**src/rtl/io_port_unit_pkg.sv**
```systemverilog
// io_port_unit_pkg
//   Shared defaults for the buffered I/O port.
//   IO_WIDTH : datapath word width.
//   IO_DEPTH : entries per FIFO (power of 2, >= 2).
package io_port_unit_pkg;

  localparam int IO_WIDTH = 16;
  localparam int IO_DEPTH = 4;

endpackage

```
**src/rtl/io_port_unit_fifo.sv**
```systemverilog
// io_fifo
//   Synchronous circular FIFO with occupancy count.
//   Storage is cleared on reset so the head reads 0 until the first push.
// Ports
//   clock   : system clock, posedge
//   rst     : asynchronous active-low reset
//   push    : write wr_data (ignored when full)
//   pop     : advance head (ignored when empty)
//   wr_data : word to enqueue
//   head    : mem[rd_ptr], combinational
//   count   : occupancy, 0..DEPTH
//   full    : count == DEPTH
//   empty   : count == 0
module io_fifo
  import io_port_unit_pkg::*;
#(
  parameter int WIDTH = IO_WIDTH,
  parameter int DEPTH = IO_DEPTH
) (
  input  logic                       clock,
  input  logic                       rst,
  input  logic                       push,
  input  logic                       pop,
  input  logic [WIDTH-1:0]           wr_data,
  output logic [WIDTH-1:0]           head,
  output logic [$clog2(DEPTH+1)-1:0] count,
  output logic                       full,
  output logic                       empty
);

  localparam int PTR_W = $clog2(DEPTH);
  localparam int CNT_W = $clog2(DEPTH+1);

  logic [WIDTH-1:0] mem [DEPTH];
  logic [PTR_W-1:0] wr_ptr;
  logic [PTR_W-1:0] rd_ptr;
  logic             do_push;
  logic             do_pop;

  assign full    = (count == CNT_W'(DEPTH));
  assign empty   = (count == '0);
  assign do_push = push && !full;
  assign do_pop  = pop && !empty;
  assign head    = mem[rd_ptr];

  // Pointers wrap naturally because DEPTH is a power of 2.
  always_ff @(posedge clock or negedge rst) begin
    if (!rst) begin
      wr_ptr <= '0;
      rd_ptr <= '0;
      count  <= '0;
      for (int i = 0; i < DEPTH; i++) mem[i] <= '0;
    end else begin
      if (do_push) begin
        mem[wr_ptr] <= wr_data;
        wr_ptr      <= wr_ptr + 1'b1;
      end
      if (do_pop) rd_ptr <= rd_ptr + 1'b1;
      case ({do_push, do_pop})
        2'b10:   count <= count + 1'b1;
        2'b01:   count <= count - 1'b1;
        default: count <= count;
      endcase
    end
  end

endmodule

```
**src/rtl/io_port_unit.sv**
```systemverilog
// io_port_unit
//   Buffered I/O port between the pipeline's mem stage and the outside world.
//   RX FIFO: filled by an external producer, drained by mem-stage reads.
//   TX FIFO: filled by mem-stage writes, drained by an external consumer.
// Ports
//   clock, rst                 : clock / async active-low reset
//   proc_rd_en, proc_rd_data   : mem-stage read request / registered result
//   proc_wr_en, proc_wr_data   : mem-stage write request / data
//   io_stall                   : request cannot complete this cycle
//   in_valid, in_ready, in_data    : external producer handshake
//   out_valid, out_ready, out_data : external consumer handshake
//   rx_count, tx_count         : FIFO occupancies
module io_port_unit
  import io_port_unit_pkg::*;
#(
  parameter int WIDTH = IO_WIDTH,
  parameter int DEPTH = IO_DEPTH
) (
  input  logic                       clock,
  input  logic                       rst,
  input  logic                       proc_rd_en,
  output logic [WIDTH-1:0]           proc_rd_data,
  input  logic                       proc_wr_en,
  input  logic [WIDTH-1:0]           proc_wr_data,
  output logic                       io_stall,
  input  logic                       in_valid,
  output logic                       in_ready,
  input  logic [WIDTH-1:0]           in_data,
  output logic                       out_valid,
  input  logic                       out_ready,
  output logic [WIDTH-1:0]           out_data,
  output logic [$clog2(DEPTH+1)-1:0] rx_count,
  output logic [$clog2(DEPTH+1)-1:0] tx_count
);

  logic             rx_full, rx_empty, tx_full, tx_empty;
  logic             rx_push, rx_pop, tx_push, tx_pop;
  logic [WIDTH-1:0] rx_head;

  // A stall on either side blocks both proc-side commits so the pair
  // retries together; external handshakes are unaffected.
  assign io_stall  = (proc_rd_en && rx_empty) || (proc_wr_en && tx_full);
  assign in_ready  = !rx_full;
  assign out_valid = !tx_empty;

  assign rx_push = in_valid && in_ready;
  assign rx_pop  = proc_rd_en && !io_stall;
  assign tx_push = proc_wr_en && !io_stall;
  assign tx_pop  = out_valid && out_ready;

  io_fifo #(.WIDTH(WIDTH), .DEPTH(DEPTH)) rx_fifo (
    .clock   (clock),
    .rst     (rst),
    .push    (rx_push),
    .pop     (rx_pop),
    .wr_data (in_data),
    .head    (rx_head),
    .count   (rx_count),
    .full    (rx_full),
    .empty   (rx_empty)
  );

  io_fifo #(.WIDTH(WIDTH), .DEPTH(DEPTH)) tx_fifo (
    .clock   (clock),
    .rst     (rst),
    .push    (tx_push),
    .pop     (tx_pop),
    .wr_data (proc_wr_data),
    .head    (out_data),
    .count   (tx_count),
    .full    (tx_full),
    .empty   (tx_empty)
  );

  // Read result: head captured on the popping edge, held until the next pop.
  always_ff @(posedge clock or negedge rst) begin
    if (!rst) proc_rd_data <= '0;
    else if (rx_pop) proc_rd_data <= rx_head;
  end

endmodule

```
**config.mk**
```make
export PLATFORM = sky130hd
export DESIGN_NAME = io_port_unit
export DESIGN_NICKNAME = d
export VERILOG_FILES = /design/src/rtl/io_port_unit_pkg.sv /design/src/rtl/io_port_unit_fifo.sv /design/src/rtl/io_port_unit.sv
export SDC_FILE = /design/constraint.sdc
export NUM_CORES = 1
export LEC_CHECK = 0
export BUFFER_PORTS_ARGS = -buffer_cell sky130_fd_sc_hd__buf_4
export CAP_MARGIN = 10
export CELL_PAD_IN_SITES_DETAIL_PLACEMENT = 1
export CELL_PAD_IN_SITES_GLOBAL_PLACEMENT = 2
export CORE_ASPECT_RATIO = 1.1
export CORE_MARGIN = 2
export CORE_UTILIZATION = 35
export CTS_CLUSTER_SIZE = 8
export DETAILED_ROUTE_END_ITERATION = 12
export PLACE_DENSITY_LB_ADDON = 0.1
export SKIP_CTS_REPAIR_TIMING = 1
export SLEW_MARGIN = 25
export SYNTH_ARGS = -nofsm -noshare
export SYNTH_HDL_FRONTEND = slang
export SYNTH_SLANG_ARGS = --single-unit
```
**constraint.sdc**
```tcl
create_clock -name clock -period 4.3 [get_ports clock]
set_clock_uncertainty 0.05 [all_clocks]
set_input_delay 0.86 -clock clock [delete_from_list [all_inputs] [get_ports clock]]
set_output_delay 0.86 -clock clock [all_outputs]
set_load 0.02 [all_outputs]
```
# After elaboration in Yosys (flattened, before gate mapping)
# Index checks and enable logic that the tools add are counted.
[op_classes]
n_addsub = 8
order_cmp = 6
n_eq_ne = 6
muxes = 14
bitwise_logic = 4
n_reduce_logical = 22
[op_table]
columns = ["operator", "n"]
rows = [
  ["$bwmux W64", 2],
  ["$mux W16", 6],
  ["$bmux W16 S2", 2],
  ["$demux W16 S2", 2],
  ["$ge A3 B3 Y1 const B", 4],
  ["$logic_and A1 B1 Y1", 12],
  ["$not A2 Y3", 4],
  ["$pmux W3 S2", 2],
  ["$add A2 B1 Y2 const B", 4],
  ["$add A3 B1 Y3 const B", 2],
  ["$eq A3 B3 Y1 const B", 2],
  ["$logic_not A3 Y1", 2],
  ["$lt A3 B1 Y1 const B", 2],
  ["$sub A3 B1 Y3 const B", 2],
  ["$logic_not A1 Y1", 5],
  ["$eq A2 B1 Y1 const B", 2],
  ["$eq A2 B2 Y1 const B", 2],
  ["$reduce_bool A2 Y1", 2],
  ["$logic_or A1 B1 Y1", 1],
]
[totals]
register_bits = 158
in_bits = 38
output_inout_bits = 41
word_cells = 75

# Depth between registers and ports, before layout
[depth]
word_depth = 8
ltp_mapped = 9
ltp_nobuf = 8

# Hierarchy
# A second synthesis with hierarchy kept.
[hier_totals]
hier_cells = 427
area_unflattened_um2 = 7065.5
[by_module_without_submodules]
columns = ["mod", "n_inst", "cells_per_inst", "area_per_inst_um2", "seq_area_each_um2"]
rows = [
  ["io_fifo at tx_fifo", 1, 192, 3188.1, 1776.7],
  ["io_fifo at rx_fifo", 1, 192, 3185.6, 1776.7],
  ["io_port_unit", 1, 43, 691.9, 400.4],
]

# Worst setup path after synthesis
# Ideal clock, no wire load.
[synth_path]
path_kind = "input to register"
start = "input port proc_rd_en"
end = "register rx_fifo.count[2]"
setup_time_ps = 137
t_arrival_ps = 2593
required_time_ps = 4113
setup_slack_ps = 1521
cell_stages = 9
path_buffers = 1
path_cell_list = "or4b_4 nand3_4 buf_12 inv_1 ha_1 fa_1 xnor2_1 nor2_1 xor2_1"
[synth_via]
elab_chain_cells = 7
elab_cells_between_ends = 9
classes_between = "2 x eq/ne; 1 x mux; 6 x reduce/logical"
[synth_rtl]
columns = ["element", "line", "rtl"]
rows = [
  ["start: declaration", "io_port_unit.sv:21", "input logic proc_rd_en,"],
  ["$logic_and A1 B1 Y1", "io_port_unit.sv:42", "assign io_stall = (proc_rd_en && rx_empty) || (proc_wr_en && tx_full);"],
  ["$logic_or A1 B1 Y1", "io_port_unit.sv:42", ""],
  ["$logic_not A1 Y1", "io_port_unit.sv:47", "assign rx_pop = proc_rd_en && !io_stall;"],
  ["$logic_and A1 B1 Y1 (*)", "io_port_unit.sv:47", ""],
  ["$logic_and A1 B1 Y1 (*)", "io_port_unit_fifo.sv:43", "assign do_pop = pop && !empty;"],
  ["net rx_fifo.do_pop", "io_port_unit_fifo.sv:38", "logic do_pop;"],
  ["$eq A2 B1 Y1 or $eq A2 B2 Y1 (tied branches)", "io_port_unit_fifo.sv:59", "case ({do_push, do_pop})"],
  ["$pmux W3 S2 or $reduce_bool A2 Y1 (tied branches)", "-", ""],
  ["end signal: assignment", "io_port_unit_fifo.sv:60", "2'b10: count <= count + 1'b1;"],
  ["end signal: assignment", "io_port_unit_fifo.sv:61", "2'b01: count <= count - 1'b1;"],
  ["end signal: assignment", "io_port_unit_fifo.sv:62", "default: count <= count;"],
  ["end: declaration", "io_port_unit_fifo.sv:26", "output logic [$clog2(DEPTH+1)-1:0] count,"],
]
# Mark *: on every way through the listed nets, which the timed path passes. The rest lies on a longest branch.
# A chain may end at the register's enable or synchronous reset.

# Final worst setup path
[layout_path]
start = "register tx_fifo.rd_ptr[0]"
end = "output port out_data[0]"
[layout_via]
elab_chain_cells = 4
[layout_rtl]
columns = ["element", "line", "rtl"]
rows = [
  ["start: declaration", "io_port_unit_fifo.sv:36", "logic [PTR_W-1:0] rd_ptr;"],
  ["start signal: assignment", "io_port_unit_fifo.sv:58", "if (do_pop) rd_ptr <= rd_ptr + 1'b1;"],
  ["$not A2 Y3 (implied by the code)", "io_port_unit_fifo.sv:44", "assign head = mem[rd_ptr];"],
  ["$bmux W16 S2", "io_port_unit_fifo.sv:44", ""],
  ["$mux W16 (implied by the code) (2 in a row)", "io_port_unit_fifo.sv:44", ""],
  ["end: declaration", "io_port_unit.sv:31", "output logic [WIDTH-1:0] out_data,"],
]
# Every way passes these cells. The select of a mux whose other input is x is not followed.

==> impl_metrics.env <==
export IMPL_n_antenna_cell=0
export IMPL_synth_top_flop_cell="dfrtp_1"
export IMPL_via_count=3849
export IMPL_grt_pass1_vias=4294
export IMPL_outcome="completed"
export IMPL_tns_ns=0
export IMPL_clock_sinks=158
export IMPL_ys_seq_elements=158
export IMPL_crit_top_cell="buf_4"
export IMPL_syn2layout_area_growth_pct=19.7
export IMPL_routabilityCongestion=0.681
export IMPL_async_reset_ff_frac=1.00
export IMPL_grt_ovfl_total=0
export IMPL_die_y_um=153
export IMPL_cellPowerDensity_nw_per_um2=854
export IMPL_postSynthAreaPerCell_um2=17.0
export IMPL_grt_pass1_wl_um=24300
export IMPL_cts_root_buf="clkbuf_16"
export IMPL_synth_top_area_frac=0.557
export IMPL_drive_above_1_share=0.600
export IMPL_slew_headroom=0.375
export IMPL_syn_nets=467
export IMPL_worstPathCellList="buf_4, mux4_2, buf_4"
export IMPL_worst_pin_slew_ns=0.938
export IMPL_fmax_mhz=324
export IMPL_fp_dieW_um=140
export IMPL_grt_setup_unrepaired="false"
export IMPL_postLayoutCellArea_um2=8500
export IMPL_drv_slew=0
export IMPL_critical_path_class="flip-flop to output port"
export IMPL_cpLargestDelayFamily="flip-flops"
export IMPL_drt_iter0_markers=115
export IMPL_yosysUniqueCellTypes=28
export IMPL_dr_pass1_iters=3
export IMPL_synth_edff_count=0
export IMPL_antenna_found_initial=0
export IMPL_period_share=0.719
export IMPL_detail_route_antenna_nets=0
export IMPL_io_pins=79
export IMPL_start_util=0.358
export IMPL_grt_max_degree=100
export IMPL_n_fill_cell=1963
export IMPL_cpMaxStageDelayCell="dfrtp_1"
export IMPL_ys_top_cells_by_area="dfrtp_1, mux2_2, mux4_2"
export IMPL_portBuffers=78
export IMPL_hpwl_um=9550
export IMPL_use_met2=0.268
export IMPL_cp_arrival_ns=2.18
export IMPL_die_area_um2=21400
export IMPL_synth_common_cells="dfrtp_1, mux2_2, mux4_2, ha_1"
export IMPL_synth_seq_area_share=0.557
export IMPL_yosys_warnings=0
export IMPL_synth_most_common_cell="dfrtp_1"
export IMPL_core_area_um2=19900
export IMPL_holdCritPathClass="input pin to asynchronous set/reset pin"
export IMPL_htree_levels=4
export IMPL_cts_buffers=17
export IMPL_startpoint_type="flip-flop"
export IMPL_cp_required_ns=3.39
export IMPL_max_cap_violations=0
export IMPL_final_core_util=0.428
export IMPL_path_clk_slew_ns=0.06
export IMPL_tritoncts="done"
export IMPL_postSynthCellCount=417
export IMPL_period_minus_slack_ns=3.09
export IMPL_rows=54
export IMPL_placed_area_um2=7890
export IMPL_finalHoldViolCount=0
export IMPL_cp_slowest_stage_delay_ns=0.70
export IMPL_syn_area_um2=7100
export IMPL_clock_latency_ns=0.41
export IMPL_route_detailed_drc=0
export IMPL_path_max_fanout=10
export IMPL_nNetsFinal=554
export IMPL_yosysTopAreaCell="dfrtp_1"
export IMPL_grt_use_met3=0.0370
export IMPL_vias_per_cell=5.01
export IMPL_grt_use_total=0.147
export IMPL_leakage_nw=3.66
export IMPL_critPathCaptureType="output port"
export IMPL_routed_wl_um=15000
export IMPL_finalSetupViolCount=0
export IMPL_globalRouteMet1Util=0.172
export IMPL_wire_per_inst_um=19.5
export IMPL_clockBufferDepth=2
export IMPL_peakVddDrop_uv=513
export IMPL_crit_buf_inv=2
export IMPL_grt_busiest_layer="met2"
==> report_power, final <==
part           internal [W]  leakage [nW]  switching [W]
Clock              0.000890         0.279       0.000611
Sequential          0.00226          1.87       0.000576
Combinational       0.00174          1.51        0.00119
==> area by class of cell <==
cell class	instances	area [um^2]	share of cell area
sequential	158	3960	0.465
tap	252	315	0.0371
clock buffer	20	457	0.0537
inverter	8	30.0	0.00353
timing repair buffer	87	689	0.0811
clock inverter	12	135	0.0159
multi-input combinational	232	2920	0.344
==> per-stage QoR <==
step           setup WS [ns]  power [W]  cells  hold WS, ns
6_report                1.21    0.00727    769        0.263
5_1_grt                 1.04    0.00775    769        0.259
4_1_cts                 1.12    0.00742    768        0.453
3_5_place_dp            1.23    0.00588    736        0.438
3_3_place_gp            1.28    0.00575    736        0.433
2_1_floorplan           1.52    0.00492    417        0.424
==> layout by cell type (no fill, tap or decap), drive strengths merged, types with 4 or more instances in the layout <==
master,n
buf,87
clkbuf,20
clkinv,4
clkinvlp,4
dfrtp,158
ha,10
inv,10
mux2,147
mux4,32
nand2,7
nand3,5
nor3,4
xnor2,8
xor2,4
==> registers in the layout, indices dropped and copies added (netlist names) <==
name            count
proc_rd_data       16
rx_fifo.count       3
rx_fifo.mem        64
rx_fifo.rd_ptr      2
rx_fifo.wr_ptr      2
tx_fifo.count       3
tx_fifo.mem        64
tx_fifo.rd_ptr      2
tx_fifo.wr_ptr      2
==> worst register-to-register path: stages, from the launching register on <==
cell,delay (ns)
dfrtp_1,0.49
or4b_4,0.59
nand3_4,0.30
inv_1,0.09
ha_1,0.24
fa_1,0.38
xnor2_1,0.16
nor2_1,0.06
xor2_1,0.14
==> metal layers <==
| layer | wire [um] | vias up |
|---|---|---|
| li1 | - | 1705 |
| met1 | 6180 | 2073 |
| met2 | 8170 | 56 |
| met3 | 492 | 15 |
| met4 | 157 | 0 |
| met5 | 0 | - |
==> cells by family after synthesis <==
family                   after synthesis  synth area share
XOR/XNOR                              12            0.0148
flip-flops                           158             0.557
multiplexers                         180             0.336
AND/OR/NAND/NOR                       27            0.0363
adder cells (fa/ha/maj)               12            0.0233
buffers and inverters                 27            0.0317
AO/OA/AOI/OAI                          1           0.00123
==> worst paths after layout <==
check	from	end	slack, ns	cells past startpoint
min	rst	tx_fifo.mem[49]	0.26	1
min in group clock	rx_fifo.mem[29]	rx_fifo.mem[29]	0.45	1
max	tx_fifo.rd_ptr[0]	out_data[0]	1.21	3
max reg2reg	rx_fifo.count[0]	rx_fifo.count[2]	1.67	8
min reg2reg	rx_fifo.mem[29]	rx_fifo.mem[29]	0.45	1
max in group asynchronous	rst	rx_fifo.mem[10]	3.24	2
(Power assumes the default switching activity.)
